File: src/rtl/timer_pkg.sv
// Shared definitions for the timer register bank: register offsets, TCR field
// positions, the default divider limit, reset constants and a byte-merge helper.
package timer_pkg;

    localparam int unsigned DIV_MAX_DEF = 8;

    localparam logic [31:0] TCR_A   = 32'h00;
    localparam logic [31:0] TDR0_A  = 32'h04;
    localparam logic [31:0] TDR1_A  = 32'h08;
    localparam logic [31:0] TCMP0_A = 32'h0C;
    localparam logic [31:0] TCMP1_A = 32'h10;
    localparam logic [31:0] TIER_A  = 32'h14;
    localparam logic [31:0] TISR_A  = 32'h18;
    localparam logic [31:0] THCSR_A = 32'h1C;

    localparam int unsigned TCR_EN_BIT      = 0;
    localparam int unsigned TCR_DIV_EN_BIT  = 1;
    localparam int unsigned TCR_DIV_VAL_LSB = 8;
    localparam int unsigned DIV_VAL_W       = 4;

    localparam logic [31:0] TCR_RST  = 32'h0000_0100;
    localparam logic [31:0] TCMP_RST = 32'hFFFF_FFFF;

    typedef enum logic [3:0] {
        SEL_NONE,
        SEL_TCR,
        SEL_TDR0,
        SEL_TDR1,
        SEL_TCMP0,
        SEL_TCMP1,
        SEL_TIER,
        SEL_TISR,
        SEL_THCSR
    } reg_sel_e;

    // Replace only the bytes whose strobe is set.
    function automatic logic [31:0] merge_bytes(input logic [31:0] old_val,
                                                input logic [31:0] new_val,
                                                input logic [3:0]  strb);
        logic [31:0] res;
        res = old_val;
        for (int unsigned i = 0; i < 4; i++) begin
            if (strb[i]) res[8*i +: 8] = new_val[8*i +: 8];
        end
        return res;
    endfunction

endpackage

File: src/rtl/timer_counter.sv
// Prescaler and 64-bit free-running counter with per-byte parallel load.
// A load in any byte suppresses the increment for that cycle.
module timer_counter
    import timer_pkg::*;
(
    input  logic                 clk,
    input  logic                 rst,
    input  logic                 cnt_en,
    input  logic                 div_en,
    input  logic [DIV_VAL_W-1:0] div_val,
    input  logic [7:0]           ld_en,
    input  logic [63:0]          ld_data,
    output logic [63:0]          cnt
);

    logic [15:0] div_q, div_d;
    logic [15:0] div_limit;
    logic        div_wrap;
    logic        inc;
    logic [63:0] cnt_q, cnt_d;

    // Divider runs 0..2^div_val-1 while counting with the prescaler on; otherwise held at 0.
    always_comb begin
        div_limit = (16'd1 << div_val) - 16'd1;
        div_wrap  = (div_q == div_limit);
        div_d     = div_q;
        if (!cnt_en || !div_en) begin
            div_d = '0;
        end else if (div_wrap) begin
            div_d = '0;
        end else begin
            div_d = div_q + 16'd1;
        end
        inc = cnt_en & (~div_en | div_wrap);
    end

    // Counter next value: byte loads win over the increment.
    always_comb begin
        cnt_d = cnt_q;
        if (|ld_en) begin
            for (int unsigned i = 0; i < 8; i++) begin
                if (ld_en[i]) cnt_d[8*i +: 8] = ld_data[8*i +: 8];
            end
        end else if (inc) begin
            cnt_d = cnt_q + 64'd1;
        end
    end

    // Divider and counter state.
    always_ff @(posedge clk) begin
        if (rst) begin
            div_q <= '0;
            cnt_q <= '0;
        end else begin
            div_q <= div_d;
            cnt_q <= cnt_d;
        end
    end

    assign cnt = cnt_q;

endmodule

File: src/rtl/timer_regfile_counter.sv
// Timer register bank: APB decode, TCR/TCMP/TIER/TISR/THCSR registers, slave
// error generation and the level interrupt. Counting lives in timer_counter.
// Optional debug halt is enabled by defining TIMER_DBG_HALT_EN.
module timer_regfile_counter
    import timer_pkg::*;
#(
    parameter int unsigned ADDR_W  = 12,
    parameter int unsigned DIV_MAX = DIV_MAX_DEF
) (
    input  logic              clk,
    input  logic              rst,
    input  logic              wr_en,
    input  logic              rd_en,
    input  logic              pready,
    input  logic [ADDR_W-1:0] paddr,
    input  logic [31:0]       pwdata,
    input  logic [3:0]        pstrb,
    input  logic              dbg_mode,
    output logic [31:0]       prdata,
    output logic              pslverr,
    output logic              tim_int
);

    reg_sel_e              sel;
    logic [31:0]           addr32;
    logic                  commit;

    logic                  tcr_en_q, tcr_en_d;
    logic                  div_en_q, div_en_d;
    logic [DIV_VAL_W-1:0]  div_val_q, div_val_d;
    logic [63:0]           cmp_q, cmp_d;
    logic                  int_en_q, int_en_d;
    logic                  int_st_q, int_st_d;

    logic [31:0]           tcr_cur, tcr_new;
    logic                  tcr_err;
    logic                  halted;
    logic [1:0]            thcsr_rd;
    logic                  cnt_en;
    logic [7:0]            ld_en;
    logic [63:0]           cnt;

    assign commit = wr_en & pready;
    assign addr32 = 32'(paddr);

    // Address decode.
    always_comb begin
        sel = SEL_NONE;
        case (addr32)
            TCR_A:   sel = SEL_TCR;
            TDR0_A:  sel = SEL_TDR0;
            TDR1_A:  sel = SEL_TDR1;
            TCMP0_A: sel = SEL_TCMP0;
            TCMP1_A: sel = SEL_TCMP1;
            TIER_A:  sel = SEL_TIER;
            TISR_A:  sel = SEL_TISR;
            THCSR_A: sel = SEL_THCSR;
            default: sel = SEL_NONE;
        endcase
    end

    // TCR legality: div_val bound and no prescaler change while running.
    always_comb begin
        tcr_cur = '0;
        tcr_cur[TCR_EN_BIT]                        = tcr_en_q;
        tcr_cur[TCR_DIV_EN_BIT]                    = div_en_q;
        tcr_cur[TCR_DIV_VAL_LSB +: DIV_VAL_W]      = div_val_q;
        tcr_new = merge_bytes(tcr_cur, pwdata, pstrb);
        tcr_err = (32'(tcr_new[TCR_DIV_VAL_LSB +: DIV_VAL_W]) > DIV_MAX) ||
                  (tcr_en_q && ((tcr_new[TCR_DIV_EN_BIT] != div_en_q) ||
                                (tcr_new[TCR_DIV_VAL_LSB +: DIV_VAL_W] != div_val_q)));
    end

    assign pslverr = commit & (sel == SEL_TCR) & tcr_err;

`ifdef TIMER_DBG_HALT_EN
    logic halt_req_q, halt_req_d;

    // Halt request register.
    always_comb begin
        halt_req_d = halt_req_q;
        if (commit && sel == SEL_THCSR && pstrb[0]) halt_req_d = pwdata[0];
    end

    // Halt request state.
    always_ff @(posedge clk) begin
        if (rst) halt_req_q <= 1'b0;
        else     halt_req_q <= halt_req_d;
    end

    assign halted   = halt_req_q & dbg_mode;
    assign thcsr_rd = {halted, halt_req_q};
`else
    logic unused_dbg_mode;
    assign unused_dbg_mode = dbg_mode;
    assign halted          = 1'b0;
    assign thcsr_rd        = 2'b00;
`endif

    assign cnt_en = tcr_en_q & ~halted;
    assign ld_en  = {(commit && sel == SEL_TDR1) ? pstrb : 4'b0000,
                     (commit && sel == SEL_TDR0) ? pstrb : 4'b0000};

    timer_counter u_counter (
        .clk     (clk),
        .rst     (rst),
        .cnt_en  (cnt_en),
        .div_en  (div_en_q),
        .div_val (div_val_q),
        .ld_en   (ld_en),
        .ld_data ({pwdata, pwdata}),
        .cnt     (cnt)
    );

    // Register next-state: APB writes, plus compare-match setting int_st over a same-cycle clear.
    always_comb begin
        tcr_en_d  = tcr_en_q;
        div_en_d  = div_en_q;
        div_val_d = div_val_q;
        cmp_d     = cmp_q;
        int_en_d  = int_en_q;
        int_st_d  = int_st_q;
        if (commit) begin
            case (sel)
                SEL_TCR: begin
                    if (!tcr_err) begin
                        tcr_en_d  = tcr_new[TCR_EN_BIT];
                        div_en_d  = tcr_new[TCR_DIV_EN_BIT];
                        div_val_d = tcr_new[TCR_DIV_VAL_LSB +: DIV_VAL_W];
                    end
                end
                SEL_TCMP0: cmp_d[31:0]  = merge_bytes(cmp_q[31:0], pwdata, pstrb);
                SEL_TCMP1: cmp_d[63:32] = merge_bytes(cmp_q[63:32], pwdata, pstrb);
                SEL_TIER:  if (pstrb[0]) int_en_d = pwdata[0];
                SEL_TISR:  if (pstrb[0] && pwdata[0]) int_st_d = 1'b0;
                default: ;
            endcase
        end
        if (cnt == cmp_q) int_st_d = 1'b1;
    end

    // Register state.
    always_ff @(posedge clk) begin
        if (rst) begin
            tcr_en_q  <= TCR_RST[TCR_EN_BIT];
            div_en_q  <= TCR_RST[TCR_DIV_EN_BIT];
            div_val_q <= TCR_RST[TCR_DIV_VAL_LSB +: DIV_VAL_W];
            cmp_q     <= {TCMP_RST, TCMP_RST};
            int_en_q  <= 1'b0;
            int_st_q  <= 1'b0;
        end else begin
            tcr_en_q  <= tcr_en_d;
            div_en_q  <= div_en_d;
            div_val_q <= div_val_d;
            cmp_q     <= cmp_d;
            int_en_q  <= int_en_d;
            int_st_q  <= int_st_d;
        end
    end

    // Read mux: zero unless a read is in progress.
    always_comb begin
        prdata = '0;
        if (rd_en) begin
            case (sel)
                SEL_TCR:   prdata = tcr_cur;
                SEL_TDR0:  prdata = cnt[31:0];
                SEL_TDR1:  prdata = cnt[63:32];
                SEL_TCMP0: prdata = cmp_q[31:0];
                SEL_TCMP1: prdata = cmp_q[63:32];
                SEL_TIER:  prdata = {31'b0, int_en_q};
                SEL_TISR:  prdata = {31'b0, int_st_q};
                SEL_THCSR: prdata = {30'b0, thcsr_rd};
                default:   prdata = '0;
            endcase
        end
    end

    assign tim_int = int_st_q & int_en_q;

endmodule

File: config.mk
export PLATFORM = sky130hd
export DESIGN_NAME = timer_regfile_counter
export DESIGN_NICKNAME = d
export VERILOG_FILES = /design/src/rtl/timer_pkg.sv /design/src/rtl/timer_counter.sv /design/src/rtl/timer_regfile_counter.sv
export SDC_FILE = /design/constraint.sdc
export NUM_CORES = 1
export LEC_CHECK = 0
export BUFFER_PORTS_ARGS = -buffer_cell sky130_fd_sc_hd__buf_2
export CORE_MARGIN = 2
export CORE_UTILIZATION = 25
export DETAILED_ROUTE_END_ITERATION = 10
export GPL_TIMING_DRIVEN = 0
export SYNTH_ARGS = -nofsm -noshare
export SYNTH_HDL_FRONTEND = slang
export SYNTH_HIERARCHICAL = 1
export SYNTH_SLANG_ARGS = --single-unit
export TNS_END_PERCENT = 50
File: constraint.sdc
create_clock -name clk -period 3.99 [get_ports clk]
set_input_delay 0.1995 -clock clk [delete_from_list [all_inputs] [get_ports clk]]
set_output_delay 0.1995 -clock clk [all_outputs]
set_load 0.05 [all_outputs]
==> results.cfg <==
[worst_hold_path]
hold_path.class = in2reg
hp-start = pwdata[3]

[worst_setup_path]
end_kind = flip-flop
startpoint_type = input pin
crit_path_max_incr_delay_ps = 770
startpoint = paddr[0]
cp_data_arrival_time_ps = 4240
rr_startpoint = div_val_q[1]
critPathMaxFanout = 10
crit_top_cell = nand2_1
slowest_stage = clkbuf_1
crit_chain = buf_2 > or4_1 > nor4_4 > nand2_1 > nor2_1 > nor4_1 > nand2_1 > clkbuf_1 > clkbuf_1 > nand2_1 > o41ai_1 > nand2_1 > a21oi_1
crit_required_ps = 4360
worstPathBufferInverterCount = 3
cp_top_family = simple AND/OR/NAND/NOR gates
path_class = in2reg

[synthesis]
synth.net_count = 1332
synth_area_per_cell_sq_um = 7.77
synthCells = 1275
yosysWarnings = 6
synth_edf_count = 0
async_reset_ff_share_pct = 0
ys_seq_area_share_pct = 30.7
synthFlopType = dfxtp_1
synth.distinct_cells = 86
ys_ff_latch = 152
netlist_area_sq_um = 9900

[clock_tree]
clock_latency_ps = 460
ctsHoldBuffers = 0
numClockSinks = 152
cts_tree = done
numCtsBuffers = 17
clkTransAtPathRegs_ps = 80
root_buffer = clkbuf_16
clock_path_buffers = 2
htree_levels = 4

[placement]
gp_congestion = 1.02
numPortBuffers = 83
hpwl_microns = 34200
placed_area_sq_um = 11000

[power_and_ir_drop]
power_density_nw_per_um2 = 287
internal_power_mw = 2.43
p_seq_share_pct = 45.5
clock_power_share_pct = 50.2
p_leak_nw = 3.54
sw_frac_of_total_pct = 27.0
p_total_mw = 3.33
switchingPower_uw = 898
p_comb_share_pct = 4.3
peakVddDrop_mv = 0.260

[final_layout]
area.growth.synth_to_final_pct = 17.1
seq_area_sq_um = 3040
filler_cell_count = 4211
layout_commonest_cell = nand2_1
utilization_pct = 29.9
final_layout_size_suffix_gt1_share_pct = 14.5
multi_input_area_sq_um = 6380
n_antenna_cell = 0
layout_common_cells = nand2_1, dfxtp_1, a21oi_1
layout.nets = 1435
final_cell_area_sq_um = 11600

[sta]
max_freq_mhz = 258
period_share_pct = 97.0
timing.hold.ws_ps = 18.4
tightest_slew_ps = 1300
hold_viol_final = 0
rsz0062_at_grt = false
clock_skew_ps = 15.8
max_slew_margin_pct = 12.6
drv_slew = 0
min_period_ps = 3870
finalSetupViolCount = 0

[grt]
grt_pass1_wl_microns = 67700
antenna_found_initial = 1
grt_overflow_total = 0
met2_usage_pct = 32.9
grt.busiest_layer = met2
use_met1_pct = 30.4
use_met3_pct = 5.73
grt_pass1_vias = 10300
grt_start_max_net_pins = 17
track_usage_pct = 22.1

[detailed_routing]
drc_errors = 0
drtPass1Iterations = 6
wl_per_cell_microns = 24.2
vias = 11300
drtIter0Drc = 1663
detail-route-antenna-nets = 0
wl_microns = 46200
via_per_inst = 5.92

[floorplan]
dieHeight_microns = 203
core_area_sq_um = 38800
die_x_microns = 203
floorplan.initialDensity_pct = 25.5
std_cell_rows = 72
io_pins = 88
die-area_sq_um = 41200

[flow_run]
cap_viol_max_count = 0

[run_status]
status = finished, final reports clean
==> registers in the layout (all words and copies together) (netlist names) <==
register	cells
div_en_q	1
div_val_q	4
int_en_q	1
int_st_q	1
u_counter/cnt	64
cmp_q	64
cnt_en	1
u_counter/div_q	16
==> per-layer routing <==
layer	routed length, microns	part of all wire, %
met5	13	0.028
met4	1630	3.5
met3	5450	12
met2	19600	42
met1	19500	42
==> tightest hold or removal path, delay by kind of cell <==
family,cells,cell delay [ps]
buf+inv,1,120
mux,1,80
simple gates,1,50
==> repair_timing <==
action                                 in CTS  in global routing
buffers inserted                            0                  1
setup endpoints to repair                   0                 23
resized for setup                           0                  6
endpoints found under the hold margin       0                  0
==> cell families after synthesis <==
logic type,after synthesis,share of synthesized area (%)
xor gates and xnor gates,88,7.78
muxes,35,3.55
DFF,152,30.7
and+or+nand+nor,490,24.9
AOI/OAI and AO/OA,404,27.6
buffers and inverters,103,5.04
adders and majority gates,3,0.379
==> path summary, 6_finish.rpt <==
path | slack [ps] | end | cells past startpoint
hold / removal | 20 | cmp_q[3] | 3
setup / recovery | 120 | u_counter/cnt[47] | 13
hold reg to reg | 520 | cmp_q[61] | 2
setup reg to reg | 300 | u_counter/cnt[37] | 12
==> area by class of cell <==
class                      count  area share, %
clock inverter                15           1.39
buffer                        91           3.93
sequential                   152           26.2
timing repair buffer          84           3.76
inverter                      12          0.388
tap                          518           5.59
clock buffer                  17           3.67
multi-input combinational   1020           55.0
==> Yosys cell counts, types with 6 or more instances <==
| library cell | instances | area (sq um) |
|---|---|---|
| nor2_1 | 86 | 323 |
| buf_2 | 18 | 90.1 |
| o31a_1 | 6 | 52.6 |
| a211oi_1 | 10 | 75.1 |
| mux2i_1 | 34 | 340 |
| nand4_1 | 49 | 307 |
| dfxtp_1 | 152 | 3040 |
| nand3_1 | 71 | 355 |
| buf_4 | 8 | 60.1 |
| inv_1 | 10 | 37.5 |
| a31oi_1 | 15 | 93.8 |
| nand2_1 | 172 | 646 |
| and2_1 | 6 | 37.5 |
| a21o_1 | 8 | 60.1 |
| xor2_1 | 14 | 123 |
| a32oi_1 | 7 | 61.3 |
| a22oi_1 | 59 | 443 |
| xnor2_1 | 74 | 648 |
| a21oi_1 | 117 | 586 |
| o31ai_1 | 14 | 105 |
| nor4_1 | 13 | 81.3 |
| a211oi_2 | 13 | 163 |
| clkbuf_1 | 56 | 210 |
| and3_1 | 13 | 81.3 |
| buf_6 | 8 | 90.1 |
| o32ai_1 | 18 | 158 |
| nor3_1 | 25 | 125 |
| o21ai_0 | 73 | 365 |
==> power by group through the flow <==
stage,clock (mW),sequential [mW],combinational (mW)
after floorplan,0,1.55,0.0483
after global placement,0,1.55,0.139
after detailed placement,0,1.55,0.139
after CTS,1.69,1.52,0.140
after global routing,1.76,1.52,0.150
final,1.67,1.52,0.144
==> per-stage QoR <==
| stage | setup slack, ps | setup TNS (ps) | cells |
|---|---|---|---|
| global route | 32.5 | 0 | 1909 |
| detailed placement | -130 | -1820 | 1876 |
| floorplan | 878 | 0 | 1275 |
| CTS | 115 | 0 | 1908 |
| finish | 120 | 0 | 1909 |
| global placement | -122 | -1690 | 1876 |
Note: power is estimated with default switching activity, not from simulation.
